`config.mk`:
```
export PLATFORM = sky130hd
export DESIGN_NAME = fifo_reader
export DESIGN_NICKNAME = d
export VERILOG_FILES = /design/src/rtl/fifo_reader.sv
export SDC_FILE = /design/constraint.sdc
export NUM_CORES = 1
export LEC_CHECK = 0
export BUFFER_PORTS_ARGS = -buffer_cell sky130_fd_sc_hd__buf_4
export CAP_MARGIN = 20
export CORE_AREA = 3 3 195 197
export CTS_BUF_LIST = sky130_fd_sc_hd__clkbuf_4
export CTS_CLUSTER_SIZE = 12
export DETAILED_ROUTE_END_ITERATION = 16
export DIE_AREA = 0 0 198 200
export PLACE_DENSITY_LB_ADDON = 0.2
export REMOVE_ABC_BUFFERS = 1
export SLEW_MARGIN = 15
export SYNTH_ARGS = -nofsm -noshare
export SYNTH_HDL_FRONTEND = slang
export SYNTH_SLANG_ARGS = --single-unit
```
`constraint.sdc`:
```
create_clock -name clock -period 13.4 [get_ports clock]
set_input_delay 1.34 -clock clock [delete_from_list [all_inputs] [get_ports clock]]
set_output_delay 1.34 -clock clock [all_outputs]
set_load 0.03 [all_outputs]
```
`src/rtl/fifo_reader.sv`:
```
// fifo_reader: read-side controller for the fifo block. Drains len_i words from
// the FIFO read port into a 3-entry output buffer that hides the FIFO's one-cycle
// read latency, presents them as a valid/ready stream and pulses done_o at the end.
// Optional build macro FIFO_READER_CHECK_EN adds an incrementing-pattern checker
// driving error_o; without it error_o is tied low. Ports are identical in both builds.
//
// Handshake: a stream word transfers on any rising edge where out_valid_o and
// out_ready_i are both high; out_valid_o never depends on out_ready_i, and
// out_data_o is held while out_valid_o && !out_ready_i.
module fifo_reader #(
   parameter int DATA_WIDTH  = 128,
   parameter int COUNT_WIDTH = 32
) (
   input  logic                   clock,
   input  logic                   reset,
   input  logic                   start_i,
   input  logic [COUNT_WIDTH-1:0] len_i,
   output logic                   busy_o,
   output logic                   done_o,
   output logic [COUNT_WIDTH-1:0] count_o,
   output logic                   fifo_rd_en_o,
   input  logic [DATA_WIDTH-1:0]  fifo_rd_data_i,
   input  logic                   fifo_empty_i,
   output logic                   out_valid_o,
   output logic [DATA_WIDTH-1:0]  out_data_o,
   input  logic                   out_ready_i,
   output logic                   error_o
);

   typedef enum logic [1:0] {IDLE, READ, DRAIN, DONE} state_e;

   state_e                 state_q, state_d;
   logic [COUNT_WIDTH-1:0] len_q, len_d;
   logic [COUNT_WIDTH-1:0] issued_q, issued_d;
   logic [COUNT_WIDTH-1:0] count_q, count_d;
   logic                   inflight_q;
   logic [1:0]             occ_q, occ_d;
   logic [1:0]             wr_ptr_q, rd_ptr_q;
   logic [DATA_WIDTH-1:0]  buf_q [3];

   logic start_acc;
   logic rd_en;
   logic push;
   logic pop;

   assign start_acc = (state_q == IDLE) && start_i;
   // Read gating uses only registered state and the FIFO flag; the pop this cycle
   // is deliberately not credited so out_ready_i never reaches fifo_rd_en_o.
   assign rd_en = (state_q == READ) && !fifo_empty_i && (issued_q < len_q) &&
                  (({1'b0, occ_q} + {2'b00, inflight_q}) < 3'd3);
   assign push  = inflight_q;
   assign pop   = (occ_q != 2'd0) && out_ready_i;

   // Next-state, counters and buffer occupancy.
   always_comb begin
      state_d  = state_q;
      len_d    = len_q;
      issued_d = issued_q;
      count_d  = count_q;
      occ_d    = occ_q;

      if (start_acc) begin
         len_d    = len_i;
         issued_d = '0;
         count_d  = '0;
      end else begin
         if (rd_en) issued_d = issued_q + 1'b1;
         if (pop)   count_d  = count_q + 1'b1;
      end

      case ({push, pop})
         2'b10:   occ_d = occ_q + 2'd1;
         2'b01:   occ_d = occ_q - 2'd1;
         default: occ_d = occ_q;
      endcase

      case (state_q)
         IDLE:  if (start_i) state_d = (len_i == '0) ? DONE : READ;
         READ:  if (rd_en && (issued_d == len_q)) state_d = DRAIN;
         // Look at next-cycle values so DONE follows the last transfer directly.
         DRAIN: if ((occ_d == 2'd0) && !rd_en && (count_d == len_q)) state_d = DONE;
         DONE:  state_d = IDLE;
         default: state_d = IDLE;
      endcase
   end

   // Control registers; reset discards everything including an issued read.
   always_ff @(posedge clock or negedge reset) begin
      if (!reset) begin
         state_q    <= IDLE;
         len_q      <= '0;
         issued_q   <= '0;
         count_q    <= '0;
         inflight_q <= 1'b0;
         occ_q      <= 2'd0;
         wr_ptr_q   <= 2'd0;
         rd_ptr_q   <= 2'd0;
      end else begin
         state_q    <= state_d;
         len_q      <= len_d;
         issued_q   <= issued_d;
         count_q    <= count_d;
         inflight_q <= rd_en;
         occ_q      <= occ_d;
         if (push) wr_ptr_q <= (wr_ptr_q == 2'd2) ? 2'd0 : wr_ptr_q + 2'd1;
         if (pop)  rd_ptr_q <= (rd_ptr_q == 2'd2) ? 2'd0 : rd_ptr_q + 2'd1;
      end
   end

   // Buffer storage captures FIFO data the cycle after each read; needs no reset.
   always_ff @(posedge clock) begin
      if (push) buf_q[wr_ptr_q] <= fifo_rd_data_i;
   end

   assign busy_o       = (state_q != IDLE);
   assign done_o       = (state_q == DONE);
   assign count_o      = count_q;
   assign fifo_rd_en_o = rd_en;
   assign out_valid_o  = (occ_q != 2'd0);
   assign out_data_o   = buf_q[rd_ptr_q];

`ifdef FIFO_READER_CHECK_EN
   logic [DATA_WIDTH-1:0]  first_q;
   logic [COUNT_WIDTH-1:0] pushed_q;
   logic                   error_q;
   logic                   mismatch;

   // Word 0 defines the pattern base; later words must equal base + index.
   assign mismatch = push && (pushed_q != '0) &&
                     (fifo_rd_data_i != (first_q + DATA_WIDTH'(pushed_q)));

   // Pattern checker state; error is sticky until the next accepted start.
   always_ff @(posedge clock or negedge reset) begin
      if (!reset) begin
         first_q  <= '0;
         pushed_q <= '0;
         error_q  <= 1'b0;
      end else if (start_acc) begin
         pushed_q <= '0;
         error_q  <= 1'b0;
      end else begin
         if (push) begin
            if (pushed_q == '0) first_q <= fifo_rd_data_i;
            pushed_q <= pushed_q + 1'b1;
         end
         if (mismatch) error_q <= 1'b1;
      end
   end

   assign error_o = error_q;
`else
   assign error_o = 1'b0;
`endif

endmodule
```
==> impl_metrics.json <==
{
  "status": "completed",
  "clkPwrFrac_pct": 23.2,
  "p_int_uw": 3141,
  "die_area_sq_um": 39600,
  "regArea_sq_um": 14170,
  "end_kind": "output port",
  "period_share_pct": 40.68,
  "slew-limit-headroom_pct": 26.83,
  "drt-total-wl_um": 55270,
  "max-cap-violations": 0,
  "comb_power_share_pct": 37.3,
  "syn_area_per_cell_sq_um": 12.80,
  "dr.pass1.iters": 6,
  "worst_ep_arrival_time_ps": 4110,
  "tns_ps": 0,
  "finalSetupViolations": 0,
  "power_density_nw_per_um2": 199.5,
  "h-tree-depth": 3,
  "hold_viol": 0,
  "ys_seq_area_share_pct": 65.96,
  "dp_hpwl_um": 37860,
  "async_flop_share_pct": 21.47,
  "critPathMaxStageDelay_ps": 990,
  "startpoint_type": "flip-flop",
  "grt_antenna_before_repair": 7,
  "cts_tree": "yes",
  "swShare_pct": 39.11,
  "layout_commonest_cell": "edfxtp_1",
  "fin_worst_skew_ps": 43.84,
  "power_leakage_uw": 0.01006,
  "start_util_pct": 58.91,
  "wire_per_inst_um": 21.09,
  "synth_top_area_share_pct": 53.72,
  "grt_max_degree": 114,
  "fin_nets": 2264,
  "rows": 70,
  "path_cells": "inv_1 -> ha_1 -> o211ai_1 -> nor2_1 -> o311ai_2 -> a311oi_4 -> buf_4 -> nor2_1 -> buf_4",
  "gr-usage-all-layers_pct": 27.73,
  "grt_pass1_wl_um": 84570,
  "fmax_ghz": 0.1834,
  "synthFlopType": "edfxtp_1",
  "drv_slew": 0,
  "cts_resized": 0,
  "yosysWarnings": 0,
  "synth-edff-count": 384,
  "n_fill_cell": 2560,
  "cts-root-buf": "clkbuf_4",
  "crit_slowest_cell": "a311oi_4",
  "synthDistinctLibCells": 72,
  "synth_area_leaders": "edfxtp_1 (54%), dfrtp_1 (12%), mux2i_1 (6.1%)",
  "path_class": "reg -> out",
  "place_congestion": 0.9721,
  "clock_latency_ps": 860,
  "die_y_um": 200,
  "multi_input_area_sq_um": 6780,
  "postRouteAntennaNets": 0,
  "post-cts-setup-buffers": 0,
  "p_total_uw": 5158,
  "synth-seq-cells": 489,
  "fp.dieW_um": 198,
  "rsz0062_at_grt": "no",
  "hold_path.class": "in -> async",
  "crit_family": "compound AO/OA/AOI/OAI gates",
  "io_buffers": 328,
  "drc_errors": 0,
  "power.switching_uw": 2018,
  "path_max_fanout": 25,
  "grt_pass1_vias": 15450,
  "drive_above_1_share_pct": 25.51,
  "final_cell_mix": "edfxtp_1 (384), buf_4 (343), nand2_1 (231)",
  "ioPinCount": 330,
  "coreArea_sq_um": 36430,
  "clock_path_buffers": 3,
  "vias": 15110,
  "avgViaCountPerCell": 5.765,
  "cts_hold_buffers": 0,
  "drtIter0Drc": 1065,
  "post_synth_inst_count": 1677,
  "cts_sinks": 489,
  "critPathRequiredTime_ps": 12060,
  "clk_pin_slew_worst_paths_ps": 70,
  "peakVddDrop_v": 0.0001479,
  "crit_buf_inv": 3,
  "area_delta_synth_final_pct": 20.44,
  "synth_top_cell_by_area": "edfxtp_1",
  "numCtsBuffers": 120,
  "synth_area_sq_um": 21470,
  "final.min_clock_period_ps": 5451,
  "seq_power_share_pct": 39.4,
  "worst_pin_slew_ps": 1097,
  "gr-total-overflow": 0
}
-- worst paths after layout --
check | startpoint | endpoint | slack, ps | depth (start not counted)
worst max-delay path | len_q[3]$_DFFE_PN0P_ | fifo_rd_en_o | 7950 | 9
worst min-delay path | reset | issued_q[22]$_DFF_PN0_ | 470 | 1
worst max register to register | occ_q[0]$_DFF_PN0_ | state_q[1]$_DFFE_PN0P_ | 8040 | 13
worst min register to register | state_q[1]$_DFFE_PN0P_ | state_q[1]$_DFFE_PN0P_ | 570 | 1
max in group asynchronous | reset | rd_ptr_q[1]$_DFFE_PN0P_ | 11450 | 2
min in group clock | state_q[1]$_DFFE_PN0P_ | state_q[1]$_DFFE_PN0P_ | 570 | 1
-- cell type report --
class                           instances  area share (%)
Sequential cell                       489           54.79
Multi-Input combinational cell       1049           26.23
Timing Repair Buffer                  344           10.07
Clock buffer                          171           4.965
Tap cell                              468           2.265
Clock inverter                         45          0.8905
Inverter                               54          0.7840
Antenna cell                            1        0.009679
-- synth_stat cells, types with 7 or more instances --
master,n
buf_1,16
clkbuf_1,58
or3_1,11
and3_1,8
inv_1,54
nand3_1,43
nand4b_1,12
o211ai_1,7
xnor2_1,51
buf_2,8
a21oi_1,29
and4_1,8
edfxtp_1,384
o311ai_0,13
nor4_1,20
or4_1,7
a21o_1,20
o21ai_0,177
dfrtp_1,105
nor3_1,18
ha_1,41
mux2i_1,131
nand4_1,42
nor2_1,71
o31a_1,7
xor2_1,15
nand2_1,231
-- cells by family (layout without fill, tap and decap cells) --
family / count (synthesis) / in the layout / synth area share, %
compound gates: 314 / 314 / 9.140
xor+xnor: 66 / 66 / 2.693
fa+ha+maj: 41 / 41 / 2.390
buf+inv: 139 / 614 / 2.547
flops: 489 / 489 / 65.96
mux: 132 / 132 / 6.161
other cells: 1 / 2 / 0.01747
simple gates: 495 / 495 / 11.09
-- state kept, by name, summed over array words and instances, names as in the netlist --
name and cells:
len_q 32, rd_ptr_q 2, inflight_q 1, buf_q 384
state_q 2, occ_q 2, issued_q 32, wr_ptr_q 2
count_o 32
-- routing by layer --
| metal | up-vias | track usage (%) | part of all wire, % |
|---|---|---|---|
| met4 | 12 | 11.66 | 3.9 |
| met1 | 7248 | 34.07 | 38 |
| met5 | - | 0 | 0.17 |
| met2 | 595 | 44.35 | 48 |
| li1 | 7109 | - | - |
| met3 | 145 | 10.93 | 9.8 |
-- stage by stage --
step / std cells / utilization [%] / hold slack, ps / setup WS (ps) / cell area (sq um)
finish: 2621 / 70.96 / 473.9 / 7949 / 25850
global route: 2621 / 70.96 / 430.7 / 7715 / 25850
CTS: 2620 / 70.95 / 392.6 / 7871 / 25850
detailed placement: 2404 / 66.80 / 557.4 / 8144 / 24340
global placement: 2403 / 66.72 / 552.2 / 8034 / 24310
floorplan: 1592 / - / 490.9 / 2833 / 21120
-- power by group through the flow --
| stage | Combinational [uW] | Sequential, uW | Clock [uW] |
|---|---|---|---|
| final | 1930 | 2030 | 1200 |
| after global routing | 2070 | 2060 | 1310 |
| after CTS | 1940 | 2030 | 1230 |
| after detailed placement | 1930 | 2060 | 0 |
| after global placement | 1910 | 2050 | 0 |
| after floorplan | 1220 | 2140 | 0 |
Note: power is estimated with default switching activity, not from simulation.
